File: src/rtl/ifetch_pkg.sv
// Shared core definitions for the RV32I front end.
// Holds widths, opcodes, fetch-stage state and the fetch entry bundle.
package ifetch_pkg;

  localparam int XLEN = 32;

  localparam logic [XLEN-1:0] NOP_INSTR = 32'h0000_0013;

  localparam logic [6:0] OPC_JAL    = 7'b110_1111;
  localparam logic [6:0] OPC_JALR   = 7'b110_0111;
  localparam logic [6:0] OPC_BRANCH = 7'b110_0011;

  typedef enum logic [1:0] {
    FETCH,
    FLUSH,
    FAULT
  } ifetch_state_t;

  typedef struct packed {
    logic [XLEN-1:0] pc;
    logic [XLEN-1:0] instr;
  } fetch_entry_t;

  function automatic logic is_redirect_op(
    input logic [6:0] opc
  );
    return opc inside {OPC_JAL, OPC_JALR, OPC_BRANCH};
  endfunction

endpackage

File: src/rtl/ifetch_fifo.sv
// Synchronous prefetch FIFO with flush; head is read straight from
// storage flops so the output carries no path from the write side.
module ifetch_fifo
  import ifetch_pkg::*;
#(
  parameter int WIDTH = 2 * XLEN,
  parameter int DEPTH = 2,
  localparam int AW = $clog2(DEPTH),
  localparam int CW = $clog2(DEPTH + 1)
) (
  input  logic             clk,
  input  logic             rst,
  input  logic             flush,
  input  logic             push,
  input  logic [WIDTH-1:0] push_data,
  input  logic             pop,
  output logic [WIDTH-1:0] head,
  output logic [CW-1:0]    count,
  output logic             full,
  output logic             empty
);

  logic [WIDTH-1:0] mem [DEPTH];
  logic [AW-1:0]    wr_ptr;
  logic [AW-1:0]    rd_ptr;
  logic             do_push;
  logic             do_pop;

  assign full    = count == CW'(DEPTH);
  assign empty   = count == '0;
  assign do_pop  = pop && !empty;
  assign do_push = push && (!full || do_pop);
  assign head    = mem[rd_ptr];

  always_ff @(posedge clk or posedge rst) begin
    if (rst) begin
      wr_ptr <= '0;
      rd_ptr <= '0;
      count  <= '0;
    end else if (flush) begin
      wr_ptr <= '0;
      rd_ptr <= '0;
      count  <= '0;
    end else begin
      if (do_push) wr_ptr <= wr_ptr + AW'(1);
      if (do_pop)  rd_ptr <= rd_ptr + AW'(1);
      unique case ({do_push, do_pop})
        2'b10:   count <= count + CW'(1);
        2'b01:   count <= count - CW'(1);
        default: ;
      endcase
    end
  end

  always_ff @(posedge clk) begin
    if (do_push && !flush) mem[wr_ptr] <= push_data;
  end

endmodule

File: src/rtl/ifetch.sv
// RV32I instruction fetch stage: PC, imem requests, prefetch FIFO.
// Define IFETCH_MISALIGN_TRAP_EN to trap misaligned redirect targets.
module ifetch
  import ifetch_pkg::*;
#(
  parameter logic [XLEN-1:0] RESET_PC   = 32'h0000_0000,
  parameter int              FIFO_DEPTH = 2
) (
  input  logic            clk,
  input  logic            rst,
  output logic            imem_req_valid,
  input  logic            imem_req_ready,
  output logic [XLEN-1:0] imem_req_addr,
  input  logic            imem_rsp_valid,
  input  logic [XLEN-1:0] imem_rsp_data,
  input  logic            redirect_valid,
  input  logic [XLEN-1:0] redirect_pc,
  output logic            if_valid,
  input  logic            if_ready,
  output logic [XLEN-1:0] if_instr,
  output logic [XLEN-1:0] if_pc,
  output logic            if_fault
);

  localparam int CW = $clog2(FIFO_DEPTH + 1);

  ifetch_state_t   state;
  ifetch_state_t   state_n;
  logic [XLEN-1:0] fetch_pc;
  logic [XLEN-1:0] tgt_pc;
  logic [XLEN-1:0] rsp_pc;
  logic [CW-1:0]   inflight;
  logic [CW-1:0]   drop;
  logic [CW-1:0]   drop_n;
  logic [CW-1:0]   redir_drop;
  logic [CW-1:0]   count;
  logic [CW:0]     pend;
  logic [CW:0]     occ;
  logic            misalign;
  logic            in_fault;
  logic            fault_pend;
  logic            req_fire;
  logic            rsp_keep;
  logic            rsp_drop;
  logic            pop;
  logic            full;
  logic            empty;
  fetch_entry_t    head;
  fetch_entry_t    rsp_entry;

`ifdef IFETCH_MISALIGN_TRAP_EN
  assign tgt_pc   = redirect_pc;
  assign misalign = |redirect_pc[1:0];
  assign in_fault = state == FAULT;
`else
  logic unused_lsb;
  assign unused_lsb = ^redirect_pc[1:0];
  assign tgt_pc     = {redirect_pc[XLEN-1:2], 2'b00};
  assign misalign   = 1'b0;
  assign in_fault   = 1'b0;
`endif

  assign req_fire = imem_req_valid && imem_req_ready;
  assign rsp_keep = imem_rsp_valid && drop == '0
                    && !redirect_valid;
  assign rsp_drop = imem_rsp_valid && drop != '0;

  // Requests are sequential, so the oldest one sits inflight words back.
  assign rsp_pc    = fetch_pc - (XLEN'(inflight) << 2);
  assign rsp_entry = '{pc: rsp_pc, instr: imem_rsp_data};

  assign pend = {1'b0, drop} + {1'b0, inflight};
  assign occ  = {1'b0, inflight} + {1'b0, count};

  // A response landing with the redirect is already stale.
  assign redir_drop = (imem_rsp_valid && pend != '0)
                      ? CW'(pend - (CW + 1)'(1))
                      : CW'(pend);

  always_comb begin
    drop_n = drop;
    if (redirect_valid)
      drop_n = redir_drop;
    else if (rsp_drop)
      drop_n = drop - CW'(1);
  end

  always_ff @(posedge clk or posedge rst) begin
    if (rst) state <= FETCH;
    else     state <= state_n;
  end

  always_comb begin
    state_n = state;
    if (redirect_valid) begin
      if (misalign)
        state_n = FAULT;
      else if (redir_drop != '0)
        state_n = FLUSH;
      else
        state_n = FETCH;
    end else begin
      unique case (state)
        FLUSH:   if (drop_n == '0) state_n = FETCH;
        default: ;
      endcase
    end
  end

  always_comb begin
    imem_req_valid = 1'b0;
    imem_req_addr  = fetch_pc;
    if_valid       = 1'b0;
    if_instr       = '0;
    if_pc          = '0;
    if_fault       = 1'b0;
    pop            = 1'b0;
    unique case (state)
      FETCH: imem_req_valid = !rst && !redirect_valid
                              && !full
                              && occ < (CW + 1)'(FIFO_DEPTH);
      default: ;
    endcase
    if (in_fault) begin
      if_valid = fault_pend;
      if_fault = fault_pend;
      if (fault_pend) begin
        if_pc    = fetch_pc;
        if_instr = NOP_INSTR;
      end
    end else if (!empty) begin
      if_valid = 1'b1;
      if_pc    = head.pc;
      if_instr = head.instr;
      pop      = if_ready;
    end
  end

  always_ff @(posedge clk or posedge rst) begin
    if (rst) begin
      fetch_pc   <= RESET_PC;
      inflight   <= '0;
      drop       <= '0;
      fault_pend <= 1'b0;
    end else begin
      drop <= drop_n;
      if (redirect_valid) begin
        fetch_pc   <= tgt_pc;
        inflight   <= '0;
        fault_pend <= misalign;
      end else begin
        if (req_fire) fetch_pc <= fetch_pc + XLEN'(4);
        unique case ({req_fire, rsp_keep})
          2'b10:   inflight <= inflight + CW'(1);
          2'b01:   inflight <= inflight - CW'(1);
          default: ;
        endcase
        if (in_fault && if_ready) fault_pend <= 1'b0;
      end
    end
  end

  ifetch_fifo #(
    .WIDTH ($bits(fetch_entry_t)),
    .DEPTH (FIFO_DEPTH)
  ) u_fifo (
    .clk       (clk),
    .rst       (rst),
    .flush     (redirect_valid),
    .push      (rsp_keep),
    .push_data (rsp_entry),
    .pop       (pop),
    .head      (head),
    .count     (count),
    .full      (full),
    .empty     (empty)
  );

endmodule

File: config.mk
export PLATFORM = sky130hd
export DESIGN_NAME = ifetch
export DESIGN_NICKNAME = d
export VERILOG_FILES = /design/src/rtl/ifetch_pkg.sv /design/src/rtl/ifetch_fifo.sv /design/src/rtl/ifetch.sv
export SDC_FILE = /design/constraint.sdc
export NUM_CORES = 1
export LEC_CHECK = 0
export BUFFER_PORTS_ARGS = -buffer_cell sky130_fd_sc_hd__buf_2
export CAP_MARGIN = 30
export CELL_PAD_IN_SITES_DETAIL_PLACEMENT = 1
export CELL_PAD_IN_SITES_GLOBAL_PLACEMENT = 2
export CORE_UTILIZATION = 38
export CTS_CLUSTER_SIZE = 10
export DETAILED_ROUTE_END_ITERATION = 16
export PLACE_DENSITY_LB_ADDON = 0.25
export SLEW_MARGIN = 40
export SYNTH_ARGS = -nofsm -noshare
export SYNTH_HDL_FRONTEND = slang
export SYNTH_SLANG_ARGS = --single-unit
File: constraint.sdc
create_clock -name clk -period 21.8 [get_ports clk]
set_input_delay 1.09 -clock clk [delete_from_list [all_inputs] [get_ports clk]]
set_output_delay 1.09 -clock clk [all_outputs]
set_load 0.01 [all_outputs]
* After elaboration in Yosys (flattened, before gate mapping)
Memories as Yosys holds them, arrays and structs flattened. Cells that the tools add are included.
Storage, ports and cells: bits in registers 42, latch bits 0, bits in writable memories 128, bits in read-only memories 0, input port bits 70, output and inout port bits 99, logic and storage cells 82, memories 1
Memories:
- u_fifo.mem | words 2, width 64, rd ports 1, clocked after Yosys merged registers in 0, wr ports 1, RTL line ifetch_fifo.sv:23 | logic [WIDTH-1:0] mem [DEPTH];
Cells by class: add/subtract/negate cells 12, multipliers 0, div/mod/pow operators 0, $lt $le $gt $ge 1, equality and inequality tests 6, shift operators 0, multiplexer cells 24, bitwise logic cells 0, reductions and logical operators 31
Operator list (number):
- two-way mux 32 bit | 4
- adder 32 x 3 -> 32 bit, second input constant | 1
- subtractor 32 x 4 -> 32 bit | 1
- two-way mux 2 bit | 8
- nonzero test 2 bit | 7
- logical AND 1 bit | 11
- two-way mux 1 bit | 10
- nonzero test 3 bit | 3
- zero test 2 bit | 4
- one-hot mux 2 bit (2 select lines) | 2
- subtractor 2 x 1 -> 2 bit, second input constant | 4
- adder 2 x 2 -> 3 bit | 2
- == test 2 x 1 -> 1 bit, second input constant | 3
- == test 2 bit, second input constant | 3
- adder 2 x 1 -> 2 bit, second input constant | 2
- zero test 1 bit | 4
- < comparator 3 x 2 -> 1 bit, second input constant | 1
- adder 1 bit, second input constant | 2
- AND reduction 2 bit | 1
- logical OR 1 bit | 1

* Longest topological paths before layout
depth after elaboration 9, mapped depth 9, depth with buffers taken out 9

* Cells and area by module
A second synthesis with hierarchy kept.
Unflattened totals: cell total of the unflattened synthesis 660, area, all modules 8316.7 um^2
Modules (own cells, without submodules):
- ifetch_fifo | times used 1, cells an instance 227, area an instance 4888.4 um^2, seq. area each 3943.8 um^2
- ifetch | times used 1, cells an instance 433, area an instance 3428.3 um^2, seq. area each 875.8 um^2

* Worst setup path after synthesis
OpenSTA, ideal clock, no wires.
path kind input port to flip-flop, start input redirect_valid, end register u_fifo.wr_ptr, library setup time 111 ps, arrival 7838 ps, data required time 21689 ps, slack 13851 ps, cell stages on the path 3, buffers on the path 1, path through clkbuf_1 nor4_1 o21bai_1
Between the ends: longest elaborated chain between the ends 4, elaborated cells between the ends (all ways) 5, classes of those cells mux (1); reduce/logical (4)
Ends and longest elaborated chain:
- start, declared | RTL line ifetch.sv:16 | input logic redirect_valid,
- zero test 1 bit | RTL line ifetch.sv:65 | && !redirect_valid;
- logical AND 1 bit | RTL line ifetch.sv:65
- logical AND 1 bit | RTL line ifetch_fifo.sv:32 | assign do_push = push && (!full || do_pop);
- nonzero test 2 bit (no source line)
- end signal, assigned | RTL line ifetch_fifo.sv:45 | if (do_push) wr_ptr <= wr_ptr + AW'(1);
- end, declared | RTL line ifetch_fifo.sv:24 | logic [AW-1:0] wr_ptr;
Parallel ways exist; a longest one is shown, timed or not. A chain may end at the register's enable or synchronous reset.

* Worst setup path in the final report
start register u_fifo.count[0], end output imem_req_valid
Between the ends: longest elaborated chain between the ends 5, elaborated cells between the ends (all ways) 7, classes of those cells add/sub (1); order compare (1); eq/ne (1); mux (1); reduce/logical (3)
Ends and longest elaborated chain:
- start, declared | RTL line ifetch_fifo.sv:18 | output logic [CW-1:0] count,
- start signal, assigned | RTL line ifetch_fifo.sv:48 | 2'b10: count <= count + CW'(1);
- start signal, assigned | RTL line ifetch_fifo.sv:49 | 2'b01: count <= count - CW'(1);
- parallel branches: the longest is 3 deep, another holds adder 2 x 2 -> 3 bit
- logical AND 1 bit * | RTL line ifetch.sv:121 | && occ < (CW + 1)'(FIFO_DEPTH);
- two-way mux 1 bit * | RTL line ifetch.sv:118 | unique case (state)
- end, declared | RTL line ifetch.sv:11 | output logic imem_req_valid,
Mark *: on every way between the ends.

==> results.sh <==
export IMPL_yosysWarnings=0
export IMPL_dp_slack_ps=18480
export IMPL_cts_max_path_buffers=2
export IMPL_synth_cell_types=59
export IMPL_synth_async_sr_flop_share=0.239
export IMPL_path_max_fanout=7
export IMPL_fin_hold_ws_ps=529
export IMPL_antenna_found_initial=0
export IMPL_dp_cells=1038
export IMPL_cts_buffers=17
export IMPL_ant_nets=0
export IMPL_dieArea_sq_um=20900
export IMPL_cts_setup_buffers=0
export IMPL_gp_congestion=0.781
export IMPL_fp_dieH_um=145
export IMPL_setup_tns_ps=0
export IMPL_critPathBufInv=1
export IMPL_cts_hold_fix_buffers=0
export IMPL_worstPathRequired_ps=20710
export IMPL_power_total_mw=0.859
export IMPL_met2_usage=0.346
export IMPL_hold_path_class="flop to flop"
export IMPL_status="complete, no violations"
export IMPL_use_met3=0.0378
export IMPL_core_area_sq_um=19700
export IMPL_postCtsResizedCells=0
export IMPL_overflow=0
export IMPL_syn_to_final_growth_pct=21.4
export IMPL_stdcell_count=1070
export IMPL_period_minus_slack_ps=3210
export IMPL_synth_cell_area_sq_um=7740
export IMPL_rows=51
export IMPL_ir_worst_vdd_mv=0.0655
export IMPL_vias=5512
export IMPL_clkLatencyLatePin_ps=420
export IMPL_synth_ff_type="edfxtp_1"
export IMPL_synth_top_cell_area_share=0.481
export IMPL_syn_avg_cell_area_sq_um=12.1
export IMPL_fin_crit_sh=0.147
export IMPL_wl_per_cell_um=18.4
export IMPL_fp_dieW_um=145
export IMPL_tightest_slew_ps=791
export IMPL_drive_gt1_frac=0.277
export IMPL_cts_sinks=163
export IMPL_final_net_count=871
export IMPL_fillers=2146
export IMPL_cts_root_buffer="clkbuf_16"
export IMPL_grt_pass1_wl_mm=30.9
export IMPL_cp_end_kind="output pin"
export IMPL_yosys_area_top_type="edfxtp_1"
export IMPL_grt_max_degree=64
export IMPL_first_pass_iters=5
export IMPL_cts_tree="yes"
export IMPL_placed_area_sq_um=8840
export IMPL_dp_hpwl_mm=13.7
export IMPL_hold_viol=0
export IMPL_final_setup_viol_count=0
export IMPL_yosysSeqAreaShare=0.607
export IMPL_max_stage_delay_ps=460
export IMPL_criticalPathCategory="flop to output pin"
export IMPL_drc=0
export IMPL_fin_area_sq_um=9390
export IMPL_cp_start_kind="flop"
export IMPL_syn_inst=641
export IMPL_ios=169
export IMPL_synth_edf_count=124
export IMPL_cp_arrival_ps=2120
export IMPL_max_freq_mhz=312
export IMPL_grtUsageTotal=0.196
export IMPL_rsz0062_at_grt="no"
export IMPL_slew_headroom=0.472
export IMPL_path_delay_family="simple AND/OR/NAND/NOR gates"
export IMPL_ys_top_cells_by_area="edfxtp_1 (48%), dfrtp_1 (13%), mux2i_1 (8.5%), nor2_1 (4.7%), nand2_1 (2.0%)"
export IMPL_synth_seq_cells=163
export IMPL_layout_setup_ws_ps=18590
export IMPL_cpMaxStageDelayCell="dfrtp_1"
export IMPL_start_util=0.392
export IMPL_p_per_area_nw_per_um2=91.5
export IMPL_grt_busiest_layer="met2"
export IMPL_crit_chain="and2_1 -> fa_1 -> nor3_1 -> and3_1 -> buf_2"
export IMPL_drv_slew=0
export IMPL_htree_levels=4
export IMPL_clk_pin_slew_ps=70
export IMPL_grt_pass1_vias=5869
export IMPL_drt_wl_total_mm=19.7
export IMPL_grtUsageMet1=0.238
export IMPL_skew_ps=11.0
export IMPL_vias_per_cell=5.15
export IMPL_utilization=0.476
export IMPL_diodes=0
export IMPL_port_buffers=161
export IMPL_maxCapViolations=0
export IMPL_leakage_nw=3.62
export IMPL_drt_iter0_drc=172
cell usage after synthesis (2+ instances only):
master      n
edfxtp_1  124
nor2_1     96
mux2i_1    66
nand2_1    42
dfrtp_1    39
clkbuf_1   24
nand3_1    19
o21ai_0    19
inv_1      18
xnor2_1    17
xor2_1     15
a21oi_1    14
o211ai_1   14
nand4_1    11
nor3_1      9
o311ai_0    9
buf_2       8
or4_1       7
and2_1      6
and3_1      6
ha_1        6
or3_1       6
buf_4       5
nand2b_1    5
and4_1      4
buf_1       4
nor4_1      4
fa_1        3
or2_2       3
or4_4       3
a22oi_1     2
a31oi_1     2
a32oi_1     2
a41oi_1     2
buf_6       2
o21bai_1    2
sequential cells by signal, summed over array words and instances, names as in the netlist:
| signal | flops |
|---|---|
| imem_req_addr | 30 |
| u_fifo.count | 2 |
| u_fifo.rd_ptr | 1 |
| inflight | 2 |
| drop | 2 |
| u_fifo.mem | 124 |
| state | 1 |
| u_fifo.wr_ptr | 1 |
final cells by class:
| type | count | area, sq um | share of cell area |
|---|---|---|---|
| sequential | 163 | 4700 | 0.501 |
| multi-input combinational | 419 | 2790 | 0.298 |
| timing repair buffer | 172 | 938 | 0.0999 |
| clock buffer | 17 | 425 | 0.0453 |
| tap | 265 | 332 | 0.0353 |
| clock inverter | 15 | 125 | 0.0133 |
| inverter | 19 | 71.3 | 0.00760 |
layout by cell type (no fill, tap or decap), drive strengths merged, types with 7 or more instances in the layout:
cell type  instances
dfrtp             39
xnor2             18
xor2              15
nand3             19
o21ai             19
nand2             43
nor2              96
nor3              10
o211ai            14
buf              172
inv               24
clkinv             8
mux2i             66
nand4             11
or4               10
o311ai             9
and3               7
a21oi             14
edfxtp           124
clkbuf            17
final timing paths:
kind / startpoint / endpoint / slack (ps) / cells after the start
max: u_fifo.count[0] / imem_req_valid / 18590 / 5
min: state[0] / state[0] / 530 / 1
max reg2reg: imem_req_addr[2] / u_fifo.mem[0][58] / 18730 / 9
min reg2reg: state[0] / state[0] / 530 / 1
max in group asynchronous: rst / u_fifo.rd_ptr / 20550 / 3
min in group asynchronous: rst / state[0] / 810 / 3
power breakdown:
part           internal (mW)  switching [mW]  leakage [nW]
Sequential             0.368          0.0306          1.60
Combinational         0.0754           0.106          1.75
Clock                  0.149           0.130         0.266
cells by family after synthesis:
kind of cell	after synthesis	synth area share
AO/OA/AOI/OAI	78	0.0708
XOR/XNOR	33	0.0383
adder cells (fa/ha/maj)	9	0.0175
buffers and inverters	63	0.0364
flip-flops	163	0.607
multiplexers	66	0.0854
other	1	0.000485
AND/OR/NAND/NOR	228	0.144
layer usage:
layer | up-vias | share of wire
li1 | 2637 | -
met4 | 0 | 0.016
met1 | 2711 | 0.43
met2 | 146 | 0.50
met3 | 18 | 0.051
met5 | - | 0
worst register-to-register path, delay by kind of cell, from the launching register on:
kind                     cells  cell delay, ps
XOR/XNOR                     1             150
adder cells (fa/ha/maj)      2             570
AND/OR/NAND/NOR              4            1480
flip-flops                   1             430
buffers and inverters        2             170
Note: power is estimated with default switching activity, not from simulation.
